--- config.mk ---
export PLATFORM = sky130hd
export DESIGN_NAME = uart_tx_arbiter
export DESIGN_NICKNAME = d
export VERILOG_FILES = /design/src/rtl/uart_tx_arbiter.sv
export SDC_FILE = /design/constraint.sdc
export NUM_CORES = 1
export LEC_CHECK = 0
export BUFFER_PORTS_ARGS = -buffer_cell sky130_fd_sc_hd__buf_2
export CAP_MARGIN = 0
export CORE_MARGIN = 2
export CORE_UTILIZATION = 50
export DETAILED_ROUTE_END_ITERATION = 8
export GPL_TIMING_DRIVEN = 0
export PLACE_DENSITY_LB_ADDON = 0.12
export SETUP_SLACK_MARGIN = 0.1
export SYNTH_ARGS = -nofsm -noshare
export SYNTH_HDL_FRONTEND = slang
export SYNTH_SLANG_ARGS = --single-unit
--- constraint.sdc ---
create_clock -name clk -period 2.35 [get_ports clk]
set_clock_uncertainty 0.15 [all_clocks]
set_input_delay 0.1175 -clock clk [delete_from_list [all_inputs] [get_ports clk]]
set_output_delay 0.1175 -clock clk [all_outputs]
set_load 0.02 [all_outputs]
--- src/rtl/uart_tx_arbiter.sv ---
// uart_tx_arbiter
//   Shares one uart_byte_tx engine between N_REQ byte producers. Requests
//   are served round-robin. The winning byte is latched and the engine is
//   launched with a one-cycle send_en. The block then waits for tx_done and
//   returns a per-requester done pulse. A watchdog aborts the transfer with
//   err if tx_done never arrives.
//
// Ports
//   clk, rstn     clock, asynchronous active-low reset
//   req           per-requester level request, held until its gnt
//   req_data      byte i on [8i+7:8i]
//   gnt           one-hot acceptance pulse (coincides with send_en)
//   done          one-hot completion pulse, the cycle after tx_done
//   err           watchdog abort pulse
//   busy          high whenever the FSM is not in IDLE
//   send_en/data  engine start pulse and byte (data held until IDLE)
//   tx_done       engine end-of-frame pulse
//   uart_state    engine frame-in-progress level
module uart_tx_arbiter #(
    parameter int N_REQ   = 4,
    parameter int TIMEOUT = 1048575
) (
    input  logic               clk,
    input  logic               rstn,
    input  logic [N_REQ-1:0]   req,
    input  logic [8*N_REQ-1:0] req_data,
    output logic [N_REQ-1:0]   gnt,
    output logic [N_REQ-1:0]   done,
    output logic               err,
    output logic               busy,
    output logic               send_en,
    output logic [7:0]         data,
    input  logic               tx_done,
    input  logic               uart_state
);

    localparam int PW   = $clog2(N_REQ);
    // wd only counts up to TIMEOUT-1
    localparam int WD_W = (TIMEOUT > 1) ? $clog2(TIMEOUT) : 1;

    typedef enum logic [1:0] {IDLE, LAUNCH, WAIT, DRAIN} state_e;

    state_e             state_q, state_d;
    logic [PW-1:0]      ptr_q, ptr_d;
    logic [PW-1:0]      cur_q, cur_d;
    logic [WD_W-1:0]    wd_q, wd_d;
    logic [7:0]         data_q, data_d;
    logic [N_REQ-1:0]   gnt_q, gnt_d;
    logic [N_REQ-1:0]   done_q, done_d;
    logic               err_q, err_d;
    logic               busy_q, busy_d;
    logic               send_en_q, send_en_d;

    logic [PW-1:0]      win;
    logic               win_vld;
    logic [PW-1:0]      cand;

    // Round-robin search starting one past the last served requester.
    always_comb begin
        win     = ptr_q;
        win_vld = 1'b0;
        cand    = '0;
        for (int i = 1; i <= N_REQ; i++) begin
            cand = PW'((int'(ptr_q) + i) % N_REQ);
            if (!win_vld && req[cand]) begin
                win_vld = 1'b1;
                win     = cand;
            end
        end
    end

    always_comb begin
        state_d   = state_q;
        ptr_d     = ptr_q;
        cur_d     = cur_q;
        wd_d      = wd_q;
        data_d    = data_q;
        gnt_d     = '0;
        done_d    = '0;
        err_d     = 1'b0;
        send_en_d = 1'b0;
        case (state_q)
            IDLE: begin
                if (win_vld) begin
                    data_d    = req_data[8*win +: 8];
                    cur_d     = win;
                    gnt_d     = {{(N_REQ-1){1'b0}}, 1'b1} << win;
                    send_en_d = 1'b1;
                    state_d   = LAUNCH;
                end
            end
            LAUNCH: begin
                wd_d    = '0;
                state_d = WAIT;
            end
            WAIT: begin
                // tx_done has priority over a coincident timeout
                if (tx_done) begin
                    done_d[cur_q] = 1'b1;
                    ptr_d         = cur_q;
                    state_d       = DRAIN;
                end else if (wd_q == WD_W'(TIMEOUT - 1)) begin
                    err_d   = 1'b1;
                    ptr_d   = cur_q;
                    state_d = DRAIN;
                end else begin
                    wd_d = wd_q + WD_W'(1);
                end
            end
            DRAIN: begin
                if (!uart_state) state_d = IDLE;
            end
            default: state_d = IDLE;
        endcase
        busy_d = (state_d != IDLE);
    end

    always_ff @(posedge clk or negedge rstn) begin
        if (!rstn) begin
            state_q   <= IDLE;
            ptr_q     <= PW'(N_REQ - 1);
            cur_q     <= '0;
            wd_q      <= '0;
            data_q    <= '0;
            gnt_q     <= '0;
            done_q    <= '0;
            err_q     <= 1'b0;
            busy_q    <= 1'b0;
            send_en_q <= 1'b0;
        end else begin
            state_q   <= state_d;
            ptr_q     <= ptr_d;
            cur_q     <= cur_d;
            wd_q      <= wd_d;
            data_q    <= data_d;
            gnt_q     <= gnt_d;
            done_q    <= done_d;
            err_q     <= err_d;
            busy_q    <= busy_d;
            send_en_q <= send_en_d;
        end
    end

    assign gnt     = gnt_q;
    assign done    = done_q;
    assign err     = err_q;
    assign busy    = busy_q;
    assign send_en = send_en_q;
    assign data    = data_q;

endmodule
# Word level (Yosys, flattened, before mapping)
# Cells that the tools add are included.
[totals]
reg_bits = 45
input_bits = 40
out_inout_bits = 19
elab_cells = 80
[op_classes]
n_addsub = 5
magnitude_cmp = 6
n_eq_ne = 6
shift = 2
muxes = 37
reduce_logical = 14
[op_table]
columns = ["cell", "count"]
rows = [
  ["20-bit 2-to-1 mux", 2],
  ["20-bit one-hot mux with 2 select lines", 1],
  ["32-bit by 6-bit indexed part select with 8-bit output", 1],
  ["20-bit by 1-bit adder with 20-bit output, second input constant", 1],
  ["20-bit equality test, second input constant", 1],
  ["2-bit 2-to-1 mux", 10],
  ["4-bit 2-to-1 mux", 4],
  ["2-bit by 3-bit less-than comparator with 1-bit output, second input constant", 5],
  ["1-bit 2-to-1 mux", 14],
  ["1-bit binary-select mux with 2-bit select", 4],
  ["2-bit one-hot mux with 4 select lines", 1],
  ["2-bit nonzero test", 3],
  ["2-bit by 1-bit adder with 2-bit output, second input constant", 2],
  ["2-bit adder, second input constant", 2],
  ["2-bit equality test, second input constant", 2],
  ["1-bit logical AND", 4],
  ["2-bit != test, second input constant", 2],
  ["2-bit AND reduction", 2],
  ["1-bit by 2-bit left shift with 4-bit output, first input constant", 1],
  ["1-bit logical NOT", 3],
  ["3-bit AND reduction", 1],
  ["1-bit demux with 2-bit select", 1],
  ["2-bit by 1-bit equality test with 1-bit output, second input constant", 1],
  ["2-bit by 1-bit greater-or-equal comparator with 1-bit output, second input constant", 1],
  ["2-bit logical NOT", 1],
]

# Logic depth before layout (Yosys ltp)
# Gate-level depths: netlist (run 1).
[depth]
ltp_word = 16
ltp_mapped = 8
depth_no_buf = 7

# Least setup slack after synthesis (run 1)
# Ideal clock, no wire load.
[synth_timing]
path_kind = "reg-to-reg"
from = "reg wd_q[0]"
to = "reg ptr_q[0]"
t_arrival_ns = 1.731
required_ns = 2.115
path_slack_ns = 0.384
stages_incl_launch_ff = 8
path_buffers = 0
synth_period_minus_slack_ns = 1.966
cell_sequence = "dfrtp_1 -> inv_1 -> ha_1 -> and2_1 -> and4_4 -> and4_4 -> o21a_2 -> mux2_1"
[synth_between]
elab_chain_cells = 3
[synth_lines]
columns = ["element", "line", "rtl"]
rows = [
  ["start, declared", "46", "logic [WD_W-1:0] wd_q, wd_d;"],
  ["start signal, assigned", "134", "wd_q <= wd_d;"],
  ["20-bit equality test", "102", "end else if (wd_q == WD_W'(TIMEOUT - 1)) begin"],
  ["2-bit nonzero test (no source line)", "--", ""],
  ["2-bit AND reduction (no source line)", "--", ""],
  ["end signal, assigned", "121", "ptr_q <= PW'(N_REQ - 1);"],
  ["end signal, assigned", "132", "ptr_q <= ptr_d;"],
  ["end, declared", "44", "logic [PW-1:0] ptr_q, ptr_d;"],
]
# No other way between the ends.
# A chain may end at the register's enable or synchronous reset.

# Final worst setup path (run 1)
# Ends and elaborated chain as after synthesis.

==> results.sh, run 1 <==
export IMPL_yosysWarnings=0
export IMPL_drt_iter0_drc=101
export IMPL_cts_tree="yes"
export IMPL_synth_distinct_cells=46
export IMPL_die_x_um=72.6
export IMPL_layout_nets=353
export IMPL_drv_slew=0
export IMPL_area_delta_synth_final_pct=30.4
export IMPL_numCtsBuffers=5
export IMPL_crit_type="flip-flop to flip-flop"
export IMPL_tritoncts_num_sinks=45
export IMPL_avgRoutedWirePerCell_um=14.5
export IMPL_cap_violations=0
export IMPL_status="complete, but fails checks"
export IMPL_pin_count=59
export IMPL_min_period_ns=2.12
export IMPL_initial_utilization_pct=53.0
export IMPL_route_detailed_drc=0
export IMPL_hp_class="input pin to flip-flop"
export IMPL_wirelength_um=5270
export IMPL_final_common_cell="buf_2"
export IMPL_end_kind="flip-flop"
export IMPL_dp_hpwl_um=3600
export IMPL_antennaDiodeCount=0
export IMPL_peakVddDrop_v=0.000591
export IMPL_cp_arrival_ns=2.20
export IMPL_die_area_um2=5270
export IMPL_fin_hold_ws_ns=-0.00115
export IMPL_antenna_found_initial=0
export IMPL_ys_flop_type="dfrtp_1"
export IMPL_vias=2010
export IMPL_post_route_period_util_pct=90.3
export IMPL_tightest_slew_ns=0.972
export IMPL_nFillCells=362
export IMPL_setup_viol=0
export IMPL_synth_async_reset_ratio_pct=100
export IMPL_clock_fmax_ghz=0.471
export IMPL_core_area_um2=4440
export IMPL_fp_dieH_um=72.6
export IMPL_required_ns=2.43
export IMPL_crit_fanout=6
export IMPL_portBuffers=58
export IMPL_ant_nets=0
export IMPL_p_leak_uw=0.00144
export IMPL_clockBufferDepth=2
export IMPL_critPathLaunchType="flip-flop"
export IMPL_clkTransAtPathRegs_ns=0.08
export IMPL_grt_pass1_wl_um=8870
export IMPL_fin_util_pct=69.1
export IMPL_rsz0062_at_grt="no"
export IMPL_htreeDepth=2
export IMPL_grt_pass1_vias=2030
export IMPL_finalSetupTns_ns=0
export IMPL_final_cell_mix="60 x buf_2, 43 x dfrtp_1, 29 x nand2_1, 25 x mux2i_1, 21 x dlygate4sd3_1"
export IMPL_violations="negative hold slack"
export IMPL_synthCells=223
export IMPL_netlist_area_um2=2350
export IMPL_hold_viol=1
export IMPL_slew_headroom_pct=35.2
export IMPL_ys_ff_latch=45
export IMPL_clkLatencyLatePin_ns=0.30
export IMPL_row_count=24
export IMPL_grt_use_total_pct=21.5
export IMPL_finalWeightedCongestion=0.822
export IMPL_power_density_nw_per_um2=891
export IMPL_syn_nets=265
export IMPL_grt_ovfl_total=0
export IMPL_grt_start_max_net_pins=46
export IMPL_dr_pass1_iters=5
export IMPL_drive_above_1_share_pct=28.5
export IMPL_avgSynthCellArea_um2=10.6
export IMPL_root_buffer="clkbuf_8"
export IMPL_avgViaCountPerCell=5.52
export IMPL_yosysSeqAreaShare_pct=47.9
export IMPL_synth_edf_count=0
routing by layer:
layer  up-vias  part of all wire (%)  GRT usage (%)
li1        995                     -              -
met1       951                    43           27.1
met2        55                    52           37.3
met3         9                   4.4           3.31
met4         0                   1.4           8.23
met5         -                     0              0
worst paths after layout:
path	from	end	slack, ns	cells after the start
setup / recovery	wd_q[0]	ptr_q[0]	0.23	7
hold / removal	req_data[15]	data[7]	-0.001	3
setup reg to reg	wd_q[0]	ptr_q[0]	0.23	7
hold reg to reg	wd_q[19]	wd_q[19]	0.33	1
max in group asynchronous	rstn	done[0]	1.08	2
min in group asynchronous	rstn	wd_q[14]	0.36	2
synth_stat cells, types with 3 or more instances:
master / count / area share, %
nor3_1: 6 / 1.3
a21oi_1: 5 / 1.1
and4_4: 3 / 1.4
xnor2_1: 3 / 1.1
mux2i_1: 25 / 11
nand2b_1: 7 / 1.9
dfrtp_1: 43 / 46
and4_1: 3 / 1.1
nor2_1: 13 / 2.1
nand3_1: 11 / 2.3
buf_2: 4 / 0.85
o21ai_0: 6 / 1.3
inv_1: 8 / 1.3
nor3b_1: 5 / 1.6
o221ai_1: 8 / 3.0
nand2_1: 29 / 4.6
what timing repair did:
item / CTS / global route
hold buffers: 21 / 0
hold endpoints to repair: 55 / 0
setup endpoints to repair: 0 / 7
resized for setup: 0 / 4
buffers inserted: 0 / 2
cell type report:
class,instances,area (um^2),share of cell area [%]
Buffer,7,40.0,1.30
Clock buffer,6,82.6,2.69
Multi-Input combinational cell,163,1170,38.1
Clock inverter,2,37.5,1.22
Timing Repair Buffer,81,515,16.8
Tap cell,52,65.1,2.12
Sequential cell,45,1130,36.8
Inverter,8,30.0,0.978
through the flow:
step | total power [uW] | hold WS (ns) | cells | worst slack (ns) | area (um^2)
2_1_floorplan | 1780 | -0.328 | 223 | 0.384 | 2350
3_3_place_gp | 2080 | 0.182 | 333 | 0.233 | 2710
3_5_place_dp | 2100 | 0.191 | 333 | 0.176 | 2710
4_1_cts | 2740 | 0.000484 | 362 | 0.158 | 3040
5_1_grt | 2910 | 0.0159 | 364 | 0.120 | 3070
6_report | 2740 | -0.00115 | 364 | 0.228 | 3070
kinds of logic (layout without fill, tap and decap cells):
family | Yosys count | in the layout | share of synthesized area, %
AOI/OAI and AO/OA | 36 | 36 | 11.8
xor gates and xnor gates | 3 | 3 | 1.12
adders and majority gates | 2 | 2 | 1.06
buffers and inverters | 15 | 104 | 2.76
DFF | 45 | 45 | 47.9
muxes | 27 | 27 | 11.6
and+or+nand+nor | 95 | 95 | 23.7
sequential cells by signal, summed over array words and instances, names as in the netlist:
| signal | count |
|---|---|
| busy | 1 |
| cur_q | 2 |
| data | 8 |
| done | 4 |
| err | 1 |
| gnt | 4 |
| ptr_q | 2 |
| send_en | 1 |
| state_q | 2 |
| wd_q | 20 |
critical path: stages (launching register included):
cell and delay [ns]:
dfrtp_1 0.44, inv_1 0.08, ha_1 0.14, and2_1 0.21, and4_4 0.31, and4_4 0.27, o21a_2 0.14, mux2_1 0.32
where the power goes:
group	switching (uW)	total, uW	internal [uW]
Combinational	603	1020	420
Sequential	147	1110	960
Clock	261	606	346
Note: power is estimated with default switching activity, not from simulation.
==> run 2, diff against run 1 <==
PLACE_DENSITY = 0.82   (was unset)
PLACE_DENSITY_LB_ADDON = unset   (was 0.12)
==> results.sh, run 2 (synthesized netlist as in run 1, its figures left out) <==
export IMPL_drv_slew=0
export IMPL_hp_class="input pin to flip-flop"
export IMPL_crit_fanout=6
export IMPL_row_count=24
export IMPL_slew_headroom_pct=36.0
export IMPL_numCtsBuffers=5
export IMPL_root_buffer="clkbuf_8"
export IMPL_required_ns=2.43
export IMPL_clkTransAtPathRegs_ns=0.09
export IMPL_avgViaCountPerCell=5.62
export IMPL_antennaDiodeCount=0
export IMPL_crit_type="flip-flop to flip-flop"
export IMPL_cpMaxStageDelayCell="dfrtp_1"
export IMPL_peakVddDrop_v=0.000587
export IMPL_regMostFlops="wd_q"
export IMPL_post_cts_buffers=0
export IMPL_hp_start="req_data[19]"
export IMPL_drt_iter0_drc=85
export IMPL_hold_path_depth=3
export IMPL_dp_hpwl_um=3610
export IMPL_grt_start_max_net_pins=46
export IMPL_finalWeightedCongestion=0.817
export IMPL_cp_top_family="simple AND/OR/NAND/NOR gates"
export IMPL_cp_slowest_stage_delay_ns=0.43
export IMPL_avgRoutedWirePerCell_um=15.0
export IMPL_grt_ovfl_total=0
export IMPL_dr_pass1_iters=4
export IMPL_worstReg2RegStart="wd_q[0]"
export IMPL_die_x_um=72.6
export IMPL_clock_fmax_ghz=0.467
export IMPL_antenna_found_initial=0
export IMPL_core_area_um2=4440
export IMPL_hold_viol=2
export IMPL_clockBufferDepth=2
export IMPL_violations="negative hold slack"
export IMPL_finalNonFillerCells=363
export IMPL_cts_tree="yes"
export IMPL_post_route_period_util_pct=91.2
export IMPL_fin_hold_ws_ns=-0.00113
export IMPL_final_common_cell="buf_2"
export IMPL_final_cell_mix="60 x buf_2, 43 x dfrtp_1, 29 x nand2_1, 25 x mux2i_1, 22 x dlygate4sd3_1"
export IMPL_grt_pass1_vias=2049
export IMPL_multi_input_area_um2=1160
export IMPL_largest_reg_flops=20
export IMPL_critPathBufInv=1
export IMPL_power_density_nw_per_um2=890
export IMPL_crit_start="wd_q[0]"
export IMPL_seq_area_um2=1130
export IMPL_rr_endpoint="ptr_q[1]"
export IMPL_rr_worst_depth=7
export IMPL_pin_count=59
export IMPL_min_to="data[3]"
export IMPL_crit_top_cell="and4_4"
export IMPL_grt_pass1_wl_um=9370
export IMPL_end_kind="flip-flop"
export IMPL_status="complete, but fails checks"
export IMPL_portBuffers=58
export IMPL_route_detailed_drc=0
export IMPL_setup_viol=0
export IMPL_cp_cell_sequence="inv_1 -> ha_1 -> and2_1 -> and4_4 -> and4_4 -> o21a_2 -> mux2_1"
export IMPL_ant_nets=0
export IMPL_layout_nets=352
export IMPL_clkLatencyLatePin_ns=0.30
export IMPL_finalSetupTns_ns=0
export IMPL_critPathLaunchType="flip-flop"
export IMPL_nFillCells=337
export IMPL_tritoncts_num_sinks=45
export IMPL_cap_violations=0
export IMPL_reg2reg_slack_ns=0.21
export IMPL_p_leak_uw=0.00144
export IMPL_vias=2039
export IMPL_cp_arrival_ns=2.22
export IMPL_tightest_slew_ns=0.960
export IMPL_grt_use_total_pct=22.9
export IMPL_die_area_um2=5270
export IMPL_dp_cells=333
export IMPL_area_delta_synth_final_pct=29.4
export IMPL_initial_utilization_pct=53.0
export IMPL_min_period_ns=2.14
export IMPL_fp_dieH_um=72.6
export IMPL_htreeDepth=2
export IMPL_wirelength_um=5430
export IMPL_rsz0062_at_grt="yes"
export IMPL_drive_above_1_share_pct=27.0
==> run 2: changes by cell type in the layout (fill, tap and decap cells not counted), sizes merged <==
cell         delta
clkbuf          -1
dlygate4sd3     +1
clkinv          +1
clkinvlp        -1
buf             -1
==> run 2: power breakdown <==
group	switching (uW)	leakage (uW)	internal (uW)
clock	264	0.0000554	319
combinational	607	0.000790	421
sequential	140	0.000591	959
==> run 2: final cells by class <==
class	count	area share [%]
sequential	45	37.0
clock buffer	6	2.38
buffer	7	1.31
multi-input combinational	163	38.1
timing repair buffer	80	16.8
clock inverter	2	1.27
inverter	8	0.986
tap	52	2.14
==> run 2: through the flow <==
stage	area [um^2]	util (%)	worst slack, ns	power, uW
finish	3050	68.6	0.207	2710
global route	3050	68.6	0.0910	2870
CTS	3040	68.4	0.205	2700
detailed placement	2710	61.0	0.230	2090
global placement	2710	61.0	0.241	2060
floorplan	2350	-	0.384	1780
==> run 2: worst max-delay path by stage <==
stage / cells past startpoint / to / slack, ns
3_3_place_gp: 7 / ptr_q[0] / 0.24
5_1_grt: 6 / data[4] / 0.09
4_1_cts: 7 / ptr_q[0] / 0.20
3_5_place_dp: 7 / ptr_q[0] / 0.23
2_1_floorplan: 7 / ptr_q[0] / 0.38
6_report: 7 / ptr_q[1] / 0.21
==> run 2: layer usage <==
layer	share of wire, %	track usage [%]
met1	44	29.5
met2	48	37.4
met3	5.3	4.28
met4	3.2	10.9
met5	0	0
==> run 2: what timing repair did <==
action / CTS / global route
hold endpoints to repair: 55 / 0
endpoints found under the setup margin: 0 / 9
hold buffers: 22 / 0
resized for setup: 0 / 4
==> run 2: tightest hold or removal path: cells and delay by family <==
kind | cells | cell delay (ns)
mux | 1 | 0.06
buf+inv | 1 | 0.07
compound gates | 1 | 0.16
